File: config.mk
export PLATFORM = sky130hd
export DESIGN_NAME = jtag_tap_ctrl_flat
export DESIGN_NICKNAME = d
export VERILOG_FILES = /design/src/rtl/jtag_tap_ctrl_if.sv /design/src/rtl/jtag_tap_ctrl.sv /design/src/flat_wrapper.sv
export SDC_FILE = /design/constraint.sdc
export NUM_CORES = 1
export LEC_CHECK = 0
export BUFFER_PORTS_ARGS = -buffer_cell sky130_fd_sc_hd__buf_4
export CAP_MARGIN = 10
export CORE_UTILIZATION = 52
export CTS_CLUSTER_SIZE = 10
export DETAILED_ROUTE_END_ITERATION = 10
export PLACE_DENSITY_LB_ADDON = 0.2
export SYNTH_ARGS = -nofsm -noshare
export SYNTH_HDL_FRONTEND = slang
export SYNTH_SLANG_ARGS = --single-unit
File: constraint.sdc
create_clock -name tck -period 1.5 [get_ports tck]
set_input_delay 0.075 -clock tck [delete_from_list [all_inputs] [get_ports tck]]
set_output_delay 0.075 -clock tck [all_outputs]
set_load 0.05 [all_outputs]
File: src/rtl/jtag_tap_ctrl_if.sv
// Serial JTAG pins between the driving agent (master) and the TAP controller (slave).
interface jtag_tap_ctrl_if;
    logic tms;
    logic tdi;
    logic tdo;
    logic tdo_en;

    modport master (output tms, output tdi, input tdo, input tdo_en);
    modport slave  (input tms, input tdi, output tdo, output tdo_en);
endinterface

File: src/rtl/jtag_tap_ctrl.sv
// IEEE 1149.1 TAP controller: 16-state FSM, IR, bypass, IDCODE and one user data register.
// Latency: state and registers change on the tck rising edge; tdo/tdo_en are combinational from state.
// Backpressure: none; the serial stream is consumed every tck cycle.
module jtag_tap_ctrl #(
    parameter int          IR_WIDTH   = 4,
    parameter int          DR_WIDTH   = 8,
    parameter logic [31:0] IDCODE_VAL = 32'h1234_5A5B
) (
    input  logic                tck,
    input  logic                trst,
    jtag_tap_ctrl_if.slave      jtag,
    output logic [3:0]          tap_state,
    output logic [IR_WIDTH-1:0] ir_out,
    input  logic [DR_WIDTH-1:0] user_capture,
    output logic [DR_WIDTH-1:0] user_dr,
    output logic                user_update
);

    typedef enum logic [3:0] {
        TLR    = 4'hF,
        RTI    = 4'hC,
        SEL_DR = 4'h7,
        CAP_DR = 4'h6,
        SH_DR  = 4'h2,
        EX1_DR = 4'h1,
        PAU_DR = 4'h3,
        EX2_DR = 4'h0,
        UPD_DR = 4'h5,
        SEL_IR = 4'h4,
        CAP_IR = 4'hE,
        SH_IR  = 4'hA,
        EX1_IR = 4'h9,
        PAU_IR = 4'hB,
        EX2_IR = 4'h8,
        UPD_IR = 4'hD
    } state_t;

    localparam logic [IR_WIDTH-1:0] INSTR_IDCODE = IR_WIDTH'(1);
    localparam logic [IR_WIDTH-1:0] INSTR_USER   = IR_WIDTH'(2);

    state_t                state;
    state_t                state_nxt;
    logic [IR_WIDTH-1:0]   ir_sr;
    logic [31:0]           id_sr;
    logic [DR_WIDTH-1:0]   user_sr;
    logic                  bypass_sr;
    logic                  sel_idcode;
    logic                  sel_user;

    function automatic state_t next_state(input state_t s, input logic t);
        state_t n;
        n = TLR;
        case (s)
            TLR:    n = t ? TLR    : RTI;
            RTI:    n = t ? SEL_DR : RTI;
            SEL_DR: n = t ? SEL_IR : CAP_DR;
            CAP_DR: n = t ? EX1_DR : SH_DR;
            SH_DR:  n = t ? EX1_DR : SH_DR;
            EX1_DR: n = t ? UPD_DR : PAU_DR;
            PAU_DR: n = t ? EX2_DR : PAU_DR;
            EX2_DR: n = t ? UPD_DR : SH_DR;
            UPD_DR: n = t ? SEL_DR : RTI;
            SEL_IR: n = t ? TLR    : CAP_IR;
            CAP_IR: n = t ? EX1_IR : SH_IR;
            SH_IR:  n = t ? EX1_IR : SH_IR;
            EX1_IR: n = t ? UPD_IR : PAU_IR;
            PAU_IR: n = t ? EX2_IR : PAU_IR;
            EX2_IR: n = t ? UPD_IR : SH_IR;
            UPD_IR: n = t ? SEL_DR : RTI;
            default: n = TLR;
        endcase
        return n;
    endfunction

    assign state_nxt  = next_state(state, jtag.tms);
    assign sel_idcode = (ir_out == INSTR_IDCODE);
    assign sel_user   = (ir_out == INSTR_USER);
    assign tap_state  = state;

    always_ff @(posedge tck) begin
        if (trst) begin
            state       <= TLR;
            ir_out      <= INSTR_IDCODE;
            ir_sr       <= '0;
            id_sr       <= '0;
            user_sr     <= '0;
            bypass_sr   <= 1'b0;
            user_dr     <= '0;
            user_update <= 1'b0;
        end else begin
            state       <= state_nxt;
            user_update <= 1'b0;
            case (state)
                CAP_IR: ir_sr <= IR_WIDTH'(2'b01);
                SH_IR:  ir_sr <= {jtag.tdi, ir_sr[IR_WIDTH-1:1]};
                UPD_IR: ir_out <= ir_sr;
                CAP_DR: begin
                    if (sel_idcode)    id_sr     <= IDCODE_VAL;
                    else if (sel_user) user_sr   <= user_capture;
                    else               bypass_sr <= 1'b0;
                end
                SH_DR: begin
                    if (sel_idcode)    id_sr     <= {jtag.tdi, id_sr[31:1]};
                    else if (sel_user) user_sr   <= (user_sr >> 1) | (DR_WIDTH'(jtag.tdi) << (DR_WIDTH - 1));
                    else               bypass_sr <= jtag.tdi;
                end
                UPD_DR: begin
                    if (sel_user) begin
                        user_dr     <= user_sr;
                        user_update <= 1'b1;
                    end
                end
                default: ;
            endcase
            // Any tms-driven entry into Test-Logic-Reset restores the IDCODE instruction.
            if (state_nxt == TLR) ir_out <= INSTR_IDCODE;
        end
    end

    always_comb begin
        jtag.tdo    = 1'b0;
        jtag.tdo_en = 1'b0;
        if (state == SH_IR) begin
            jtag.tdo    = ir_sr[0];
            jtag.tdo_en = 1'b1;
        end else if (state == SH_DR) begin
            jtag.tdo_en = 1'b1;
            if (sel_idcode)    jtag.tdo = id_sr[0];
            else if (sel_user) jtag.tdo = user_sr[0];
            else               jtag.tdo = bypass_sr;
        end
    end

endmodule
File: src/flat_wrapper.sv
// flat-port wrapper written by rule: the top's interface ports become plain ports
module jtag_tap_ctrl_flat 
#(
    parameter int          IR_WIDTH   = 4,
    parameter int          DR_WIDTH   = 8,
    parameter logic [31:0] IDCODE_VAL = 32'h1234_5A5B
)
  (tck, trst, tap_state, ir_out, user_capture, user_dr, user_update, jtag_tms, jtag_tdi, jtag_tdo, jtag_tdo_en);
  jtag_tap_ctrl_if jtag_i ();
  input  logic tck;
  input  logic trst;
  output logic [3:0] tap_state;
  output logic [IR_WIDTH-1:0] ir_out;
  input  logic [DR_WIDTH-1:0] user_capture;
  output logic [DR_WIDTH-1:0] user_dr;
  output logic user_update;
  input wire logic [$bits(jtag_i.tms)-1:0] jtag_tms;
  input wire logic [$bits(jtag_i.tdi)-1:0] jtag_tdi;
  output wire logic [$bits(jtag_i.tdo)-1:0] jtag_tdo;
  output wire logic [$bits(jtag_i.tdo_en)-1:0] jtag_tdo_en;
  assign jtag_i.tms = jtag_tms;
  assign jtag_i.tdi = jtag_tdi;
  assign jtag_tdo = jtag_i.tdo;
  assign jtag_tdo_en = jtag_i.tdo_en;
  jtag_tap_ctrl #(.IR_WIDTH(IR_WIDTH), .DR_WIDTH(DR_WIDTH), .IDCODE_VAL(IDCODE_VAL)) u_core (.tck(tck), .trst(trst), .jtag(jtag_i), .tap_state(tap_state), .ir_out(ir_out), .user_capture(user_capture), .user_dr(user_dr), .user_update(user_update));
endmodule
Word-level counts from Yosys, hierarchy flattened
Cells that the tools add are included.

Bits of input ports: 12. Output and inout bits: 19. Register bits after elaboration: 62.

Equality and inequality tests: 26. Bitwise logic cells: 2. Multiplexer cells: 34. Reductions and logical operators: 12.

Operator list (count): $mux 32 (2); $pmux 32 s2 (1); $pmux 4 s12 (1); $eq 4x4->1 const B (9); $mux 8 (4); $eq 4x3->1 const B (4); $pmux 8 s2 (1); $eq 4x2->1 const B (3); $mux 1 (12); $mux 2 (6); $mux 3 (4); $reduce_and 5->1 (2); $eq 4x1->1 const B (2); $ne 2x1->1 const B (4); $ne 2x2->1 const B (4); $or 7x8->8 (1); $pmux 4 s2 (1); $reduce_or 2->1 (4); $logic_not 4->1 (1); $mux 4 (1); $reduce_bool 2->1 (2); $reduce_and 3->1 (1); $reduce_or 3->1 (1); $pmux 1 s2 (1); 2 further kinds (2).

Logic depth before layout (Yosys ltp)
Gate-level depths: netlist of the first run.

Depth after elaboration: 5. Mapped depth: 5. Gate-level depth less buffers: 3.

Least setup slack after synthesis of the first run
Ideal clock, no wire load.

Path kind: reg2out. Start point: reg u_core.state[1] (netlist: u_core.tap_state[1]). End point: out jtag_tdo. Cell stages (with the launch flop): 4. Arrival: 2378 ps. Buffers on the path: 1. Path slack: -953 ps. Data required time: 1425 ps. Path through: dfxtp_1 -> buf_2 -> nand3b_1 -> o32ai_1.

Word-level cells in the longest chain between the ends: 3.

RTL lines: from (decl) (line jtag_tap_ctrl.sv:41) `state_t state;`; from (signal assigned) (line jtag_tap_ctrl.sv:91) `state <= state_nxt;`; $eq 4x2->1 (line jtag_tap_ctrl.sv:126) `end else if (state == SH_DR) begin`; $mux 1 (line jtag_tap_ctrl.sv:126); $mux 1 (*) (line jtag_tap_ctrl.sv:123) `if (state == SH_IR) begin`; to (decl) (line flat_wrapper.sv:19) `output wire logic [$bits(jtag_i.tdo)-1:0] jtag_tdo;`.

Every way passes the cells marked *; elsewhere a longest branch is shown, timed or not.

Worst setup path in the final report of the first run
Start point: reg u_core.ir_out[2]. End point: out jtag_tdo.

Word-level cells in the longest chain between the ends: 5.

RTL lines: from (decl) (line jtag_tap_ctrl.sv:13) `output logic [IR_WIDTH-1:0] ir_out,`; from (signal assigned) (line jtag_tap_ctrl.sv:96) `UPD_IR: ir_out <= ir_sr;`; $eq 4x2->1 (line jtag_tap_ctrl.sv:77) `assign sel_user = (ir_out == INSTR_USER);`; $mux 1 (line jtag_tap_ctrl.sv:129) `else if (sel_user) jtag.tdo = user_sr[0];`; $mux 1 (*) (line jtag_tap_ctrl.sv:128) `if (sel_idcode) jtag.tdo = id_sr[0];`; $mux 1 (*) (line jtag_tap_ctrl.sv:126); $mux 1 (*) (line jtag_tap_ctrl.sv:123).

Marked as above.

==> PnR_summary.wiki, run 1 <==
{| class="wikitable"
! Metric !! Value
|-
| Net switching share of the total power || 29.6%
|-
| Category of the critical setup timing path || flop to primary output
|-
| Pin count of the biggest net entering global routing || 58
|-
| Largest vdd supply drop || 0.701 mV
|-
| Overflow left after global routing || 0
|-
| Number of placement rows || 26
|-
| Wire length of the first global-routing pass || 11.3 mm
|-
| H-Tree Level Count || 3
|-
| Number of ports placed on the die boundary || 31
|-
| Full die area || 0.00585 mm2
|-
| Post-Syn Instances || 314
|-
| Clock latency on the worst-skew pair || 0.35 ns
|-
| Share of total power in sequential cells || 46.0%
|-
| Post-Syn Nets || 326
|-
| Number of buffers inserted by port buffering || 30
|-
| Worst-case setup margin in the final layout || -0.321 ns
|-
| Hold Fails Final Rpt || 0
|-
| Predominant post-synthesis flop cell || dfxtp_1
|-
| Maximum operating frequency || 549 MHz
|-
| Worst-path fanout max || 6
|-
| Detailed-route wire length || 8.11 mm
|-
| Sinks on Clock Net || 62
|-
| Met2 global-route usage || 34.7%
|-
| Residual DRC count || 0
|-
| Clock-pin slew on the worst setup and hold paths || 0.07 ns
|-
| Maximum root-to-sink buffer count || 2
|-
| Number of antenna violations at the first check in global routing || 0
|-
| Share of power burned in the clock network || 34.9%
|-
| TritonCTS clock tree || built
|-
| Internal power || 2.61 mW
|-
| Synth warn || 0
|-
| N_diodes || 0
|-
| Gp weighted congestion || 0.788
|-
| Cell area after synthesis || 0.00289 mm2
|-
| Fin crit share || 121%
|-
| Number of nets with antenna violations after detailed routing || 0
|-
| Number of flip-flops and latches in the synthesized netlist || 62
|-
| Sum Neg Setup Slack || -5.11 ns
|-
| Net switching power || 1.10 mW
|-
| Filler-free cell count of the finished design || 436
|-
| Die extent in y || 76.5 um
|-
| CP Data Required Time || 1.42 ns
|-
| Part of the Yosys area used for sequential elements || 43.0%
|-
| Synth top area share || 43.0%
|-
| Post-Synthesis Mean Instance Area || 9.19 um2
|-
| Clock period minus worst slack || 1.82 ns
|-
| Vias in the first global route || 2273
|-
| Failing checks || setup timing
|-
| Worst-case headroom to the max-slew limit || 79.5%
|-
| Wire length per cell after detailed routing || 18.6 um
|-
| HP Class || input pin to flop
|-
| Leakage dissipation || 1.41 nW
|-
| Layout-stage area growth over the synthesis result || 40.4%
|-
| Pwr Density || 914 mW/mm2
|-
| Via Count || 2670
|-
| Clock Tree Root || clkbuf_8
|-
| Final Setup Violations || 48
|-
| Fraction of synthesis flops using an asynchronous set or reset pin || 0%
|-
| Worst setup EP type || primary output
|-
| Number of unique standard cell types used by synthesis || 41
|-
| Share of cells above drive strength 1 || 41.8%
|-
| Final Net Count || 373
|-
| Max capacitance violation total || 0
|-
| Post-synth EDFFs || 0
|-
| Busiest layer in global routing || met1
|-
| Initial cell density of the core || 55.1%
|-
| Setup repair after global routing missed its margin || yes
|-
| Arrival time of the worst setup path || 1.75 ns
|-
| Detail-routed via count per cell || 6.12
|-
| Setup crit start kind || flop
|-
| Half-perimeter wire length after detailed placement || 4.05 mm
|-
| DRT Pass-1 Iters || 5
|-
| X dimension of the die || 76.5 um
|-
| Area of the core || 0.00524 mm2
|-
| Worst Skew || 0.00825 ns
|-
| Placed cell count || 403
|-
| Run status || finished with violations
|-
| CTS buffer count || 9
|-
| Worst-Margin Slew || 0.307 ns
|-
| Top cells by area, synth || dfxtp_1 43%, a21oi_1 9.9%, nor4_2 6.1%, nand4b_1 5.5%, mux2i_1 4.2%
|-
| Total track usage || 24.2%
|-
| Relative contribution of combinational cells to total power || 19.0%
|-
| Initial DRC Count || 219
|-
| Library cell occupying the most area in the post-synthesis netlist || dfxtp_1
|-
| Final Slew Violations || 0
|-
| Met3 demand-to-capacity share in global routing || 4.19%
|-
| Global-route met1 utilization || 34.9%
|}
## cells in the mapped netlist (9+ instances only)
master,number
a211oi_1,9
a21oi_1,57
buf_2,18
clkbuf_1,12
dfxtp_1,62
mux2i_1,12
nand2_1,11
nand3_1,11
nand4b_1,18
nor3_1,19
nor4_2,14
o21ai_0,11
o21ai_1,17
## worst max-delay path: stages (launching register included)
cell,delay (ns)
dfxtp_2,0.36
or4b_1,0.54
a32oi_2,0.21
o32ai_4,0.12
buf_6,0.17
## per-layer routing
metal	vias up	wire length, um
met5	-	0
met4	0	105
met3	9	369
met2	86	3950
met1	1307	3690
li1	1268	-
## through the flow
stage,util (%),setup WS (ns),cell area (um2),power (mW),hold slack [ns]
after global routing,77.4,-0.372,4050,3.84,0.00697
final,77.4,-0.321,4050,3.70,0.00738
after floorplan,-,-0.0766,2980,2.10,0.192
after global placement,63.7,-0.00792,3340,2.24,0.311
after CTS,68.0,-0.308,3560,3.51,0.000208
after detailed placement,63.7,-0.0422,3340,2.25,0.331
## path summary, 6_finish.rpt
path / from / end / slack, ns / cells past startpoint
worst min register to register: u_core.user_dr[3]$_SDFFE_PP0P_ / u_core.user_dr[3]$_SDFFE_PP0P_ / 0.46 / 2
worst max register to register: u_core.ir_out[3]$_SDFFE_PP0N_ / u_core.user_sr[3]$_SDFFE_PP0P_ / -0.20 / 5
worst min-delay path: jtag_tms / u_core.tap_state[0]$_SDFF_PP1_ / 0.007 / 2
worst max-delay path: u_core.ir_out[2]$_SDFFE_PP0N_ / jtag_tdo / -0.32 / 4
## flip-flops by register name, summed over array words and instances, names as in the netlist
name	flops
u_core.bypass_sr	1
u_core.ir_out	4
u_core.ir_sr	4
u_core.user_dr	8
u_core.user_sr	8
u_core.tap_state	4
u_core.user_update	1
u_core.id_sr	32
## cells by family (layout without fill, tap and decap cells)
| logic type | Yosys count | after routing | share of synthesized area [%] |
|---|---|---|---|
| buf+inv | 38 | 90 | 6.63 |
| compound gates | 100 | 100 | 19.0 |
| xor+xnor | 1 | 1 | 0.303 |
| simple gates | 101 | 101 | 26.9 |
| flops | 62 | 62 | 43.0 |
| mux | 12 | 12 | 4.16 |
## timing repair
action                                 4_1_cts  5_1_grt
resized for setup                            6       66
hold buffers                                 1        0
endpoints found under the hold margin        3        0
setup endpoints to repair                    3       51
pin swaps                                    5       21
setup buffers                                5        3
gates cloned                                 0        8
## placed cells by master (no fill, tap or decap), drive strengths merged, types with 2 or more instances in the layout
cell type / n
nor2b: 3
nand3: 11
nand2b: 3
dfxtp: 62
clkbuf: 17
o21ai: 28
nand2: 11
a21oi: 57
or4: 2
nor4b: 2
mux2i: 12
clkinv: 3
nor4: 14
or3b: 2
a211oi: 9
inv: 4
nor3b: 2
or4b: 3
nor2: 4
nor3: 19
nand3b: 3
nand4b: 18
buf: 65
## layout make-up
class                      instances  area, um2
inverter                           3       11.3
clock inverter                     4       21.3
sequential                        62       1270
fill                             325       1180
clock buffer                      12        145
timing repair buffer              71        751
tap                               70       87.6
multi-input combinational        214       1770
## power groups by stage
stage          Combinational (mW)  Clock (mW)  Sequential (mW)
2_1_floorplan               0.322           0             1.78
3_3_place_gp                0.510           0             1.73
3_5_place_dp                0.515           0             1.74
4_1_cts                     0.521        1.30             1.70
5_1_grt                     0.739        1.39             1.71
6_report                    0.704        1.29             1.71
(Power assumes the default switching activity.)
==> inputs of run 2 (changes only) <==
- PLACE_DENSITY: default -> 0.75
- PLACE_DENSITY_LB_ADDON: 0.2 -> default
==> PnR_summary.wiki, run 2 (synthesis results as in run 1) <==
{| class="wikitable"
! Metric !! Value
|-
| Leakage dissipation || 1.40 nW (-1.1%)
|-
| Total track usage || 25.7% (+1.5 points)
|-
| H-Tree Level Count || 3 (unchanged)
|-
| N_diodes || 0 (unchanged)
|-
| Number of nets with antenna violations after detailed routing || 0 (unchanged)
|-
| Largest registers ranked by flip-flop count || u_core.id_sr x32, u_core.user_dr x8, u_core.user_sr x8
|-
| Worst-case headroom to the max-slew limit || 69.8% (-9.7 points)
|-
| Gp weighted congestion || 0.795 (+0.82%)
|-
| Clock-pin slew on the worst setup and hold paths || 0.06 ns (about the same)
|-
| DRT Pass-1 Iters || 5 (unchanged)
|-
| Die extent in y || 76.5 um (unchanged)
|-
| Residual DRC count || 0 (unchanged)
|-
| Filler Cells Inserted || 322 (-0.92%)
|-
| Maximum operating frequency || 548 MHz (-0.19%)
|-
| Detailed-route wire length || 8.04 mm (-0.85%)
|-
| Crit-path slowest cell || dfxtp_4
|-
| Cells traversed along the worst timing path || buf_6, inv_1, o211ai_1, o32ai_4, buf_6
|-
| Detail-routed via count per cell || 6.20 (+1.2%)
|-
| Area of the core || 0.00524 mm2 (unchanged)
|-
| Number of flip-flops under the largest register name || 32 (unchanged)
|-
| Register with the highest flop count || u_core.id_sr
|-
| Initial DRC Count || 207 (-5.5%)
|-
| Layout-stage area growth over the synthesis result || 39.6%
|-
| Hold Fails Final Rpt || 0 (unchanged)
|-
| Setup crit start kind || flop
|-
| Highest-count cells in the layout ignoring fill and taps || 58 x buf_4, 54 x dfxtp_1, 52 x a21oi_1, 19 x o21ai_2, 18 x nand4b_1
|-
| Number of placement rows || 26 (unchanged)
|-
| Critical Path Max Stage Delay || 0.42 ns (-0.12 ns)
|-
| First element of the critical path || u_core.tap_state[2]$_SDFF_PP1_
|-
| Vias in the first global route || 2452 (+7.9%)
|-
| Leading cell type in the layout, fill and taps excluded || buf_4
|-
| Worst-path fanout max || 34 (+28)
|-
| Worst-case setup margin in the final layout || -0.324 ns (-0.00349 ns)
|-
| Share of cells above drive strength 1 || 43.5% (+1.7 points)
|-
| Initial cell density of the core || 55.1% (unchanged)
|-
| Number of antenna violations at the first check in global routing || 0 (unchanged)
|-
| Final Setup Violations || 50 (+4.2%)
|-
| R2R Path Start || u_core.ir_out[2]$_SDFFE_PP0N_
|-
| Max capacitance violation total || 0 (unchanged)
|-
| Half-perimeter wire length after detailed placement || 3.92 mm (-3.0%)
|-
| Clock latency on the worst-skew pair || 0.34 ns (about the same)
|-
| Pwr Density || 903 mW/mm2 (-1.2%)
|-
| Worst setup path endpoint || jtag_tdo
|-
| Overflow left after global routing || 0 (unchanged)
|-
| Worst setup EP type || primary output
|-
| Arrival time of the worst setup path || 1.75 ns (about the same)
|-
| Worst-Margin Slew || 0.453 ns (+0.146 ns)
|-
| Final Slew Violations || 0 (unchanged)
|-
| Setup Slack @ Placement || -0.0205 ns (+0.0217 ns)
|-
| Final Net Count || 378 (+1.3%)
|-
| Wire length per cell after detailed routing || 18.3 um (-1.8%)
|-
| Wire length of the first global-routing pass || 12.1 mm (+7.0%)
|-
| CP Data Required Time || 1.42 ns (about the same)
|-
| Setup repair after global routing missed its margin || yes
|-
| Maximum root-to-sink buffer count || 2 (unchanged)
|-
| X dimension of the die || 76.5 um (unchanged)
|-
| Via Count || 2726 (+2.1%)
|-
| Clock period minus worst slack || 1.82 ns (+0.00349 ns)
|-
| Number of buffers inserted by port buffering || 30 (unchanged)
|-
| CP most frequent cell || buf_6
|-
| HP Class || input pin to flop
|-
| Worst-case reg-to-reg path depth || 7 (+2)
|-
| Run status || finished with violations
|-
| Sinks on Clock Net || 62 (unchanged)
|-
| Clock Tree Root || clkbuf_8
|-
| Number of ports placed on the die boundary || 31 (unchanged)
|-
| Worst Skew || 0.00953 ns (+0.00128 ns)
|-
| Full die area || 0.00585 mm2 (unchanged)
|-
| Largest vdd supply drop || 0.608 mV (-13%)
|-
| Share of the core filled with cells || 76.9% (-0.43 points)
|-
| Register-to-register setup slack || -0.31 ns (-0.11 ns)
|-
| Failing checks || setup timing
|-
| TritonCTS clock tree || built
|-
| Endpoint of the most critical register-to-register path || u_core.id_sr[18]$_SDFFE_PP0P_
|-
| Pin count of the biggest net entering global routing || 38 (-34%)
|-
| CTS buffer count || 9 (unchanged)
|-
| Category of the critical setup timing path || flop to primary output
|-
| Fin crit share || 122% (+0.23 points)
|}
==> run 2: critical path: cells and delay by family, from the launching register on <==
kind	cells	cell delay (ns)
AOI/OAI and AO/OA	2	0.33
buffers and inverters	3	0.65
DFF	1	0.42
==> run 2: area by class of cell <==
type | count | area (um2) | area share [%]
clock buffer | 14 | 163 | 4.04
clock inverter | 1 | 5.00 | 0.124
inverter | 3 | 11.3 | 0.279
multi-input combinational | 214 | 1770 | 43.9
sequential | 62 | 1270 | 31.5
tap | 70 | 87.6 | 2.17
timing repair buffer | 76 | 722 | 17.9
==> run 2: stage by stage <==
stage                     hold slack [ns]  instances  total power [mW]  setup TNS, ns  area, um2
after floorplan                     0.192        314              2.10          -1.13       2980
after global placement              0.328        406              2.24       -0.00610       3350
after detailed placement            0.338        406              2.24        -0.0205       3350
after CTS                          0.0909        430              3.52          -8.78       3650
after global routing                0.126        440              3.76         -15.03       4030
final                               0.117        440              3.64         -13.32       4030
==> run 2: per-layer routing <==
| metal | wire length [um] | GRT usage (%) | up-vias |
|---|---|---|---|
| li1 | - | - | 1279 |
| met1 | 3580 | 35.2 | 1330 |
| met3 | 361 | 4.19 | 14 |
| met4 | 177 | 11.7 | 0 |
| met5 | 0 | 0 | - |
| met2 | 3920 | 39.5 | 103 |
==> run 2: what timing repair did <==
action / CTS / global route
resized for setup: 27 / 48
gates cloned: 0 / 4
hold endpoints to repair: 1 / 0
setup buffers: 8 / 7
setup endpoints to repair: 6 / 52
pin swaps: 15 / 10
hold buffers: 1 / 0
==> run 2: worst min path at each step <==
| stage | end | startpoint | cells after the start |
|---|---|---|---|
| after floorplan | u_core.tap_state[0]$_SDFF_PP1_ | jtag_tms | 1 |
| after global placement | u_core.tap_state[0]$_SDFF_PP1_ | jtag_tms | 2 |
| after detailed placement | u_core.tap_state[0]$_SDFF_PP1_ | jtag_tms | 2 |
| after CTS | u_core.user_sr[1]$_SDFFE_PP0P_ | user_capture[1] | 3 |
| after global routing | u_core.user_sr[7]$_SDFFE_PP0P_ | user_capture[7] | 3 |
| final | u_core.user_sr[7]$_SDFFE_PP0P_ | user_capture[7] | 3 |
==> run 2: where the power goes <==
group | total [mW] | switching (mW) | internal [mW]
clock network | 1.31 | 0.634 | 0.681
logic | 0.616 | 0.372 | 0.243
registers | 1.71 | 0.0379 | 1.67
